## src/rtl/lps_pkg.sv

```systemverilog
// Shared types and timing constants for the intersection phase scheduler.
// The scheduler and its round-robin selector both import this package.
package lps_pkg;

  localparam int TW         = 5;
  localparam int YELLOW_T   = 3;
  localparam int ALLRED_T   = 1;
  localparam int GREEN_DFLT = 10;
  localparam int NLANE      = 4;

  typedef enum logic [2:0] {
    IDLE,
    PICK,
    GREEN,
    YELLOW,
    ALLRED
  } state_e;

  // A zero-length green would stall the countdown, so it is promoted to one tick.
  function automatic logic [TW-1:0] sanitize_dur(input logic [TW-1:0] d);
    return (d == '0) ? TW'(1) : d;
  endfunction

  function automatic logic [NLANE-1:0] lane_onehot(input logic [1:0] lane);
    return NLANE'(1) << lane;
  endfunction

endpackage

```

## src/rtl/lps_rr_pick.sv

```systemverilog
// Combinational 4-way round-robin selector: grants the first requesting lane
// after last_i, wrapping so that last_i itself has the lowest priority.
module lps_rr_pick
  import lps_pkg::*;
(
  input  logic [NLANE-1:0] req_i,
  input  logic [1:0]       last_i,
  output logic [1:0]       grant_idx_o,
  output logic             any_o
);

  logic [1:0] idx;

  // Walk from offset 4 (= last_i) down to offset 1 so the nearest requester wins.
  // NOTE: every variable written here gets a default first, otherwise paths that
  // skip an assignment would infer a latch.
  always_comb begin
    grant_idx_o = last_i;
    any_o       = 1'b0;
    idx         = last_i;
    for (int i = NLANE; i >= 1; i--) begin
      idx = last_i + 2'(i);
      if (req_i[idx]) begin
        grant_idx_o = idx;
        any_o       = 1'b1;
      end
    end
  end

endmodule

```

## src/rtl/light_phase_sched.sv

```systemverilog
// Phase scheduler for the four-way intersection: round-robin green over lanes
// with demand, then YELLOW and ALL-RED clearance, all timed by tick_i.
module light_phase_sched
  import lps_pkg::*;
(
  input  logic             clk,
  input  logic             arst_i,
  input  logic             tick_i,
  input  logic             run_i,
  input  logic [NLANE-1:0] req_i,
  input  logic             cfg_we_i,
  input  logic [1:0]       cfg_sel_i,
  input  logic [TW-1:0]    cfg_green_i,
  output logic [NLANE-1:0] green_o,
  output logic [NLANE-1:0] yellow_o,
  output logic             all_red_o,
  output logic [1:0]       lane_o,
  output logic [TW-1:0]    remain_o
);

  state_e           state_q, state_d;
  logic [TW-1:0]    cnt_q, cnt_d;
  logic [1:0]       lane_q, lane_d;
  logic [TW-1:0]    dur_q [NLANE];
  logic [NLANE-1:0] green_q, green_d;
  logic [NLANE-1:0] yellow_q, yellow_d;
  logic             all_red_q, all_red_d;

  logic [1:0]       grant_idx;
  logic             grant_any;
  logic             step;
  logic             last_tick;
  logic [TW-1:0]    cfg_val;
  logic [TW-1:0]    green_load;

  lps_rr_pick u_rr_pick (
    .req_i       (req_i),
    .last_i      (lane_q),
    .grant_idx_o (grant_idx),
    .any_o       (grant_any)
  );

  assign step      = tick_i & run_i;
  assign last_tick = step && (cnt_q == TW'(1));
  assign cfg_val   = sanitize_dur(cfg_green_i);

  // A write to the lane being granted this cycle is forwarded into the load.
  assign green_load = (cfg_we_i && (cfg_sel_i == grant_idx)) ? cfg_val : dur_q[grant_idx];

  always_comb begin
    state_d = state_q;
    cnt_d   = cnt_q;
    lane_d  = lane_q;
    unique case (state_q)
      IDLE: begin
        if (run_i) state_d = PICK;
      end
      PICK: begin
        if (run_i) begin
          if (grant_any) begin
            state_d = GREEN;
            cnt_d   = green_load;
            lane_d  = grant_idx;
          end else begin
            state_d = ALLRED;
            cnt_d   = TW'(1);
          end
        end
      end
      GREEN: begin
        if (last_tick) begin
          state_d = YELLOW;
          cnt_d   = TW'(YELLOW_T);
        end else if (step) begin
          cnt_d = cnt_q - TW'(1);
        end
      end
      YELLOW: begin
        if (last_tick) begin
          state_d = ALLRED;
          cnt_d   = TW'(ALLRED_T);
        end else if (step) begin
          cnt_d = cnt_q - TW'(1);
        end
      end
      ALLRED: begin
        if (last_tick) begin
          state_d = PICK;
          cnt_d   = '0;
        end else if (step) begin
          cnt_d = cnt_q - TW'(1);
        end
      end
      default: begin
        state_d = IDLE;
        cnt_d   = '0;
      end
    endcase
  end

  // Lamps are decoded from the next state so they register on the same edge.
  always_comb begin
    green_d   = (state_d == GREEN)  ? lane_onehot(lane_d) : '0;
    yellow_d  = (state_d == YELLOW) ? lane_onehot(lane_d) : '0;
    all_red_d = (state_d == IDLE) || (state_d == PICK) || (state_d == ALLRED);
  end

  // NOTE: sequential state uses non-blocking assignments so every register
  // samples the pre-edge values regardless of statement order.
  always_ff @(posedge clk or posedge arst_i) begin
    if (arst_i) begin
      state_q   <= IDLE;
      cnt_q     <= '0;
      lane_q    <= 2'd3;
      green_q   <= '0;
      yellow_q  <= '0;
      all_red_q <= 1'b1;
    end else begin
      state_q   <= state_d;
      cnt_q     <= cnt_d;
      lane_q    <= lane_d;
      green_q   <= green_d;
      yellow_q  <= yellow_d;
      all_red_q <= all_red_d;
    end
  end

  // NOTE: unlike a RAM, this small duration file is reset so that every lane
  // restarts from the default green length after arst_i.
  always_ff @(posedge clk or posedge arst_i) begin
    if (arst_i) begin
      for (int l = 0; l < NLANE; l++) dur_q[l] <= TW'(GREEN_DFLT);
    end else if (cfg_we_i) begin
      dur_q[cfg_sel_i] <= cfg_val;
    end
  end

  assign green_o   = green_q;
  assign yellow_o  = yellow_q;
  assign all_red_o = all_red_q;
  assign lane_o    = lane_q;
  assign remain_o  = cnt_q;

endmodule

```

## config.mk

```make
export PLATFORM = sky130hd
export DESIGN_NAME = light_phase_sched
export DESIGN_NICKNAME = d
export VERILOG_FILES = /design/src/rtl/lps_pkg.sv /design/src/rtl/lps_rr_pick.sv /design/src/rtl/light_phase_sched.sv
export SDC_FILE = /design/constraint.sdc
export NUM_CORES = 1
export LEC_CHECK = 0
export ABC_CLOCK_PERIOD_IN_PS = 2300
export CORE_UTILIZATION = 35
export CTS_CLUSTER_DIAMETER = 100
export CTS_CLUSTER_SIZE = 20
export DETAILED_ROUTE_END_ITERATION = 16
export PLACE_DENSITY = 0.54
export SLEW_MARGIN = 30
export SYNTH_ARGS = -nofsm -noshare
export SYNTH_HDL_FRONTEND = slang
export SYNTH_SLANG_ARGS = --single-unit
```

## constraint.sdc

```tcl
create_clock -name clk -period 2.3 [get_ports clk]
set_input_delay 0.69 -clock clk [delete_from_list [all_inputs] [get_ports clk]]
set_output_delay 0.69 -clock clk [all_outputs]
set_load 0.1 [all_outputs]
```

==> results of run 1 <==
## state kept, by name, summed over array words and instances (netlist names)
| register | flops |
|---|---|
| all_red_o | 1 |
| dur_q | 20 |
| green_o | 4 |
| lane_o | 2 |
| remain_o | 5 |
| state_q | 3 |
| yellow_o | 4 |
## worst paths after layout
kind                                 from          end  depth (start not counted)
worst max-delay path                run_i  yellow_o[2]                          6
max in group asynchronous          arst_i    all_red_o                          3
worst max register to register  lane_o[1]  remain_o[1]                          6
min in group asynchronous          arst_i     dur_q[0]                          3
worst min-delay path             dur_q[0]     dur_q[0]                          2
worst min register to register   dur_q[0]     dur_q[0]                          2
## power groups by stage
stage	registers [W]	clock network, W	logic (W)
floorplan	0.00197	0	0.000911
global placement	0.00115	0	0.00252
detailed placement	0.00114	0	0.00252
CTS	0.00113	0.000481	0.00253
global route	0.00118	0.000507	0.00275
finish	0.00114	0.000463	0.00257
## kinds of logic after synthesis
group                    synth area share (%)
multiplexers                             15.5
buffers and inverters                    2.53
AO/OA/AOI/OAI                            14.1
flip-flops                               45.4
XOR/XNOR                                 1.61
AND/OR/NAND/NOR                          19.6
adder cells (fa/ha/maj)                  1.15
## worst max-delay path, delay by kind of cell
kind / cells / cell delay (ns)
simple gates: 4 / 0.64
mux: 1 / 0.45
buf+inv: 1 / 0.58
## area by class of cell
| cell class | instances | area share (%) |
|---|---|---|
| clock buffer | 6 | 2.41 |
| clock inverter | 2 | 0.416 |
| inverter | 5 | 0.624 |
| multi-input combinational | 148 | 38.5 |
| sequential | 39 | 33.1 |
| tap | 75 | 3.12 |
| timing repair buffer | 72 | 21.8 |
## placed cells by master, fill, tap and decap left out, types with 5 or more instances in the layout
cell type / instances
a21o_1: 6
a21oi_1: 6
buf_12: 5
buf_4: 50
clkbuf_8: 5
clkdlybuf4s50_1: 12
dfrtp_1: 26
dfstp_2: 10
inv_1: 5
mux2_2: 20
mux2i_1: 6
nand2_1: 11
nor2_1: 12
nor3_1: 9
nor4_1: 5
o21ai_0: 10
## per-layer routing
layer	up-vias	share of wire, %	global-route usage [%]
met5	-	0	0
met4	0	1.3	5.36
met3	7	2.8	3.37
met2	28	45	25.9
met1	856	51	24.8
li1	882	-	-
## repair_timing
action	4_1_cts	5_1_grt
buffers inserted	0	2
resized for setup	0	12
endpoints found under the setup margin	0	12
## per-stage QoR
stage / setup TNS, ns / cells / worst slack (ns) / hold WS, ns
2_1_floorplan: -0.415 / 198 / -0.165 / 0.445
3_3_place_gp: -3.63 / 337 / -0.283 / 0.459
3_5_place_dp: -3.73 / 337 / -0.313 / 0.465
4_1_cts: 0 / 345 / 0.000600 / 0.482
5_1_grt: 0 / 347 / 0.0153 / 0.519
6_report: 0 / 347 / 0.120 / 0.481
==> flow_summary_export.csv, run 1 <==
group,metric,value,unit
place,placed_cell_area,0.00286,mm^2
timing,rsz0062_at_grt,"false",
route,wl_per_cell,14.5,um
place,dp_hpwl,3.72,mm
synthesis,synth_cell_types,52,
synthesis,synth_cells,198,
critical_path,startpoint_type,"input pin",
die,ioPinCount,32,
final_layout,final_core_util,50.5,%
route,num_vias,1773,
final_layout,drive_gt1_share,41.5,%
power_and_ir_drop,netSwitchingFraction,48.8,%
route,firstDrtPassIters,4,
clock_network,cts_buffer_depth,2,
grt,antenna_found_initial,0,
synthesis,synth.most_common_cell,"dfrtp_1",
power_and_ir_drop,p_switching,0.00204,W
critical_path,critPathSlowestCell,"clkdlybuf4s50_1",
synthesis,synth_nets,216,
route,antenna_left,0,
grt,grt_pass1_vias,1743,
synthesis,synth_top_area_share,32.2,%
timing,skew,0.00553,ns
power_and_ir_drop,seq_power_share,27.3,%
die,fp.dieArea,0.00654,mm^2
power_and_ir_drop,power.leakage,1.33,nW
power_and_ir_drop,power_density,1390,mW/mm^2
synthesis,synth_edf_count,0,
clock_network,clkTransAtPathRegs,0.08,ns
critical_path,cp_max_fo,7,
die,core_area,0.00596,mm^2
grt,grt_pass1_wl,8.58,mm
clock_network,cts_max_level,2,
final_layout,syn2layout_area_growth,38.0,%
clock_network,cts_tree,"done",
power_and_ir_drop,fin_total_pwr,0.00417,W
die,chipHeight,80.9,um
timing,slew_headroom,66.7,%
critical_path,critical_path_class,"input pin to flip-flop",
clock_network,clk_latency,0.29,ns
synthesis,ys_ff_latch,39,
critical_path,r2r_slack,0.17,ns
final_layout,diodes,0,
place,numPortBuffers,31,
die,num_rows,28,
timing,final_max_slew_viol_count,0,
job,drv_cap,0,
final_layout,n_fill_cell,577,
route,drc_errors,0,
final_layout,multiInputGateArea,0.00116,mm^2
critical_path,cp.required,2.48,ns
synthesis,yosysWarnings,0,
min_path,hp-class,"flip-flop to flip-flop",
status,status,"finished clean",
synthesis,synth_area_leader_cell,"dfrtp_1",
synthesis,ys.flop_type,"dfrtp_1",
place,place.gp.congestion,0.781,
critical_path,endpoint_kind,"flip-flop",
final_layout,final_area,0.00301,mm^2
power_and_ir_drop,vdd_drop_max,0.00110,V
power_and_ir_drop,p_clk_share,11.1,%
route,wl,5.03,mm
timing,hold_violations,0,
timing,fin_crit_sh,94.8,%
timing,fin_crit,2.18,ns
clock_network,cts_root_buffer,"clkbuf_8",
grt,grt_usage,17.2,%
synthesis,synthTopCellsByCount,"dfrtp_1, mux2_2, nor2_1, nand2_1, dfstp_2",
synthesis,ys_async_sr_fraction,100,%
clock_network,clock-sinks,39,
timing,worst_slew_pin_slew,0.499,ns
clock_network,hold_buffers,0,
power_and_ir_drop,combPwrFrac,61.6,%
timing,setup_viol,0,
synthesis,synthTopCellsByArea,"dfrtp_1, dfstp_2, mux2_2",
critical_path,cp_slowest_stage_delay,0.58,ns
route,drtIter0Drc,60,
die,die_w,80.9,um
timing,fmax,0.459,GHz
clock_network,cts_buffers,5,
final_layout,layout.area.seq,996,um^2
final_layout,nNetsFinal,289,
synthesis,yosysSeqAreaShare,45.4,%
synthesis,syn_area_per_cell,11.0,um^2
critical_path,path_cells,"clkdlybuf4s50_1, nand2_1, nor4_4, mux2_2, nand3_1, nor2_1",
grt,grt_start_max_net_pins,40,
synthesis,synth_area,0.00218,mm^2
die,start_util,36.6,%
route,vias_per_cell,5.11,
critical_path,worst_ep_arrival_time,2.36,ns
grt,overflow,0,
power_and_ir_drop,p_int,0.00214,W
(Power assumes the default switching activity.)
==> run 2: changes to the inputs <==
==> constraint.sdc (replaced) <==
create_clock -name clk -period 2.3 [get_ports clk]
set_input_delay 0.345 -clock clk [delete_from_list [all_inputs] [get_ports clk]]
set_output_delay 0.345 -clock clk [all_outputs]
set_load 0.1 [all_outputs]
==> run 2 against run 1 <==
Compared with the run above:
- cell count shrank 5.8%
- critical endpoint is now remain_o[2]
- power fell by 3.8%
- sequential power about the same
- critical path depth is 1 higher
- combinational power fell by 9.3%
- utilization decreased by 3.9 points
- register-to-register slack worse by 0.04 ns
- design area decreased by 7.7%
==> flow_summary_export.csv, run 2 (synthesis results as in run 1) <==
group,metric,value,unit
place,dp.cells,319,
power_and_ir_drop,vdd_drop_max,0.00109,V
grt,grt_usage,17.1,%
clock_network,cts_buffers,5,
place,dp_hpwl,3.56,mm
grt,antenna_found_initial,0,
timing,rsz0062_at_grt,"false",
clock_network,clock-sinks,39,
die,chipHeight,80.9,um
final_layout,top_register,"dur_q",
grt,grt-busiest-layer,"met2",
route,drtIter0Drc,34,
job,drv_cap,0,
timing,hold_ws,0.476,ns
clock_network,cts_buffer_depth,2,
power_and_ir_drop,power_density,1450,mW/mm^2
clock_network,clkTransAtPathRegs,0.08,ns
power_and_ir_drop,combPwrFrac,58.0,%
timing,worst_slew_pin_slew,0.532,ns
final_layout,multiInputGateArea,0.00113,mm^2
timing,fin_crit_sh,94.3,%
die,fp.dieArea,0.00654,mm^2
final_layout,n_fill_cell,580,
route,wl_per_cell,14.9,um
critical_path,worstRegToRegCells,7,
route,firstDrtPassIters,4,
critical_path,cp.required,2.48,ns
place,place.gp.congestion,0.739,
route,wl,4.87,mm
critical_path,cp_max_fo,9,
grt,gr-usage-met3,3.37,%
power_and_ir_drop,fin_total_pwr,0.00402,W
die,start_util,36.6,%
final_layout,largest_reg_flops,20,
clock_network,cts_max_level,2,
critical_path,worst_ep_arrival_time,2.35,ns
die,die_w,80.9,um
final_layout,stdcell_count,327,
grt,grt_pass1_wl,8.47,mm
clock_network,cts_root_buffer,"clkbuf_8",
power_and_ir_drop,netSwitchingFraction,49.6,%
critical_path,r2r_slack,0.13,ns
final_layout,syn2layout_area_growth,27.4,%
final_layout,layout.area.seq,996,um^2
grt,overflow,0,
place,numPortBuffers,31,
final_layout,drive_gt1_share,35.3,%
grt,use_met2,25.7,%
critical_path,critical_path_class,"flip-flop to flip-flop",
critical_path,startpoint_type,"flip-flop",
timing,final_max_slew_viol_count,0,
die,core_area,0.00596,mm^2
power_and_ir_drop,power.leakage,1.20,nW
power_and_ir_drop,p_int,0.00202,W
timing,skew,0.00704,ns
timing,fmax,0.461,GHz
critical_path,reg2reg_to,"remain_o[2]",
place,dp_slack,-0.0420,ns
route,num_vias,1689,
power_and_ir_drop,seq_power_share,27.6,%
timing,slew_headroom,64.3,%
die,ioPinCount,32,
grt,grt_pass1_vias,1705,
route,drc_errors,0,
power_and_ir_drop,p_switching,0.00199,W
die,num_rows,28,
route,vias_per_cell,5.17,
final_layout,nNetsFinal,269,
timing,hold_violations,0,
clock_network,clk_latency,0.29,ns
critical_path,crit_end,"remain_o[2]",
critical_path,worstSetupStartpoint,"lane_o[1]",
timing,setup_viol,0,
critical_path,r2r_start,"lane_o[1]",
final_layout,diodes,0,
clock_network,cts_tree,"done",
status,status,"finished clean",
min_path,hp-class,"input pin to async pin",
clock_network,postCtsSetupBuffers,0,
timing,fin_crit,2.17,ns
final_layout,mostFrequentLayoutCells,"buf_4, dfrtp_1, mux2_2, clkdlybuf4s50_1, nor2_1",
route,antenna_left,0,
clock_network,post_cts_resized,0,
final_layout,layout_commonest_cell,"buf_4",
grt,grt_start_max_net_pins,40,
critical_path,endpoint_kind,"flip-flop",
timing,setup_ws,0.131,ns
clock_network,hold_buffers,0,
power_and_ir_drop,p_clk_share,14.4,%
grt,grt_use_met1,24.2,%
==> run 2: cell type report <==
class / count / area share, %
clock buffers: 5 / 2.48
clock inverters: 3 / 1.58
inverters: 5 / 0.676
multi-input cells: 148 / 40.6
flip-flops and latches: 39 / 35.9
well taps: 75 / 3.38
repair buffers: 52 / 15.4
==> run 2: layer usage <==
metal | up-vias | part of all wire (%)
met1 | 814 | 52
met3 | 6 | 3.1
met4 | 0 | 1.5
li1 | 842 | -
met2 | 27 | 44
met5 | - | 0
==> run 2: power groups by stage <==
stage	sequential (W)	clock, W	combinational [W]
after floorplan	0.00197	0	0.000911
after global placement	0.00112	0	0.00232
after detailed placement	0.00112	0	0.00232
after CTS	0.00111	0.000593	0.00233
after global routing	0.00114	0.000617	0.00249
final	0.00111	0.000578	0.00233
==> run 2: stage by stage <==
step,area [um^2],TNS [ns],util [%]
final,2780,0,46.6
after global routing,2780,0,46.6
after CTS,2780,0,46.6
after detailed placement,2660,-0.122,44.7
after global placement,2660,-0.0895,44.7
after floorplan,2180,-0.415,-
==> run 2: critical path, stage by stage, from the launching register on <==
cell     delay (ns)
dfstp_4        0.68
mux2i_1        0.19
nor2_1         0.10
nor3_4         0.29
buf_4          0.20
mux2_2         0.34
o21ai_0        0.17
o21ai_1        0.08
==> run 2: worst min path at each step <==
stage | from | endpoint | slack, ns | depth (start not counted)
2_1_floorplan | dur_q[0] | dur_q[0] | 0.44 | 2
5_1_grt | dur_q[10] | dur_q[10] | 0.52 | 2
3_5_place_dp | dur_q[10] | dur_q[10] | 0.47 | 2
6_report | arst_i | dur_q[15] | 0.48 | 3
3_3_place_gp | dur_q[10] | dur_q[10] | 0.46 | 2
4_1_cts | dur_q[10] | dur_q[10] | 0.49 | 2
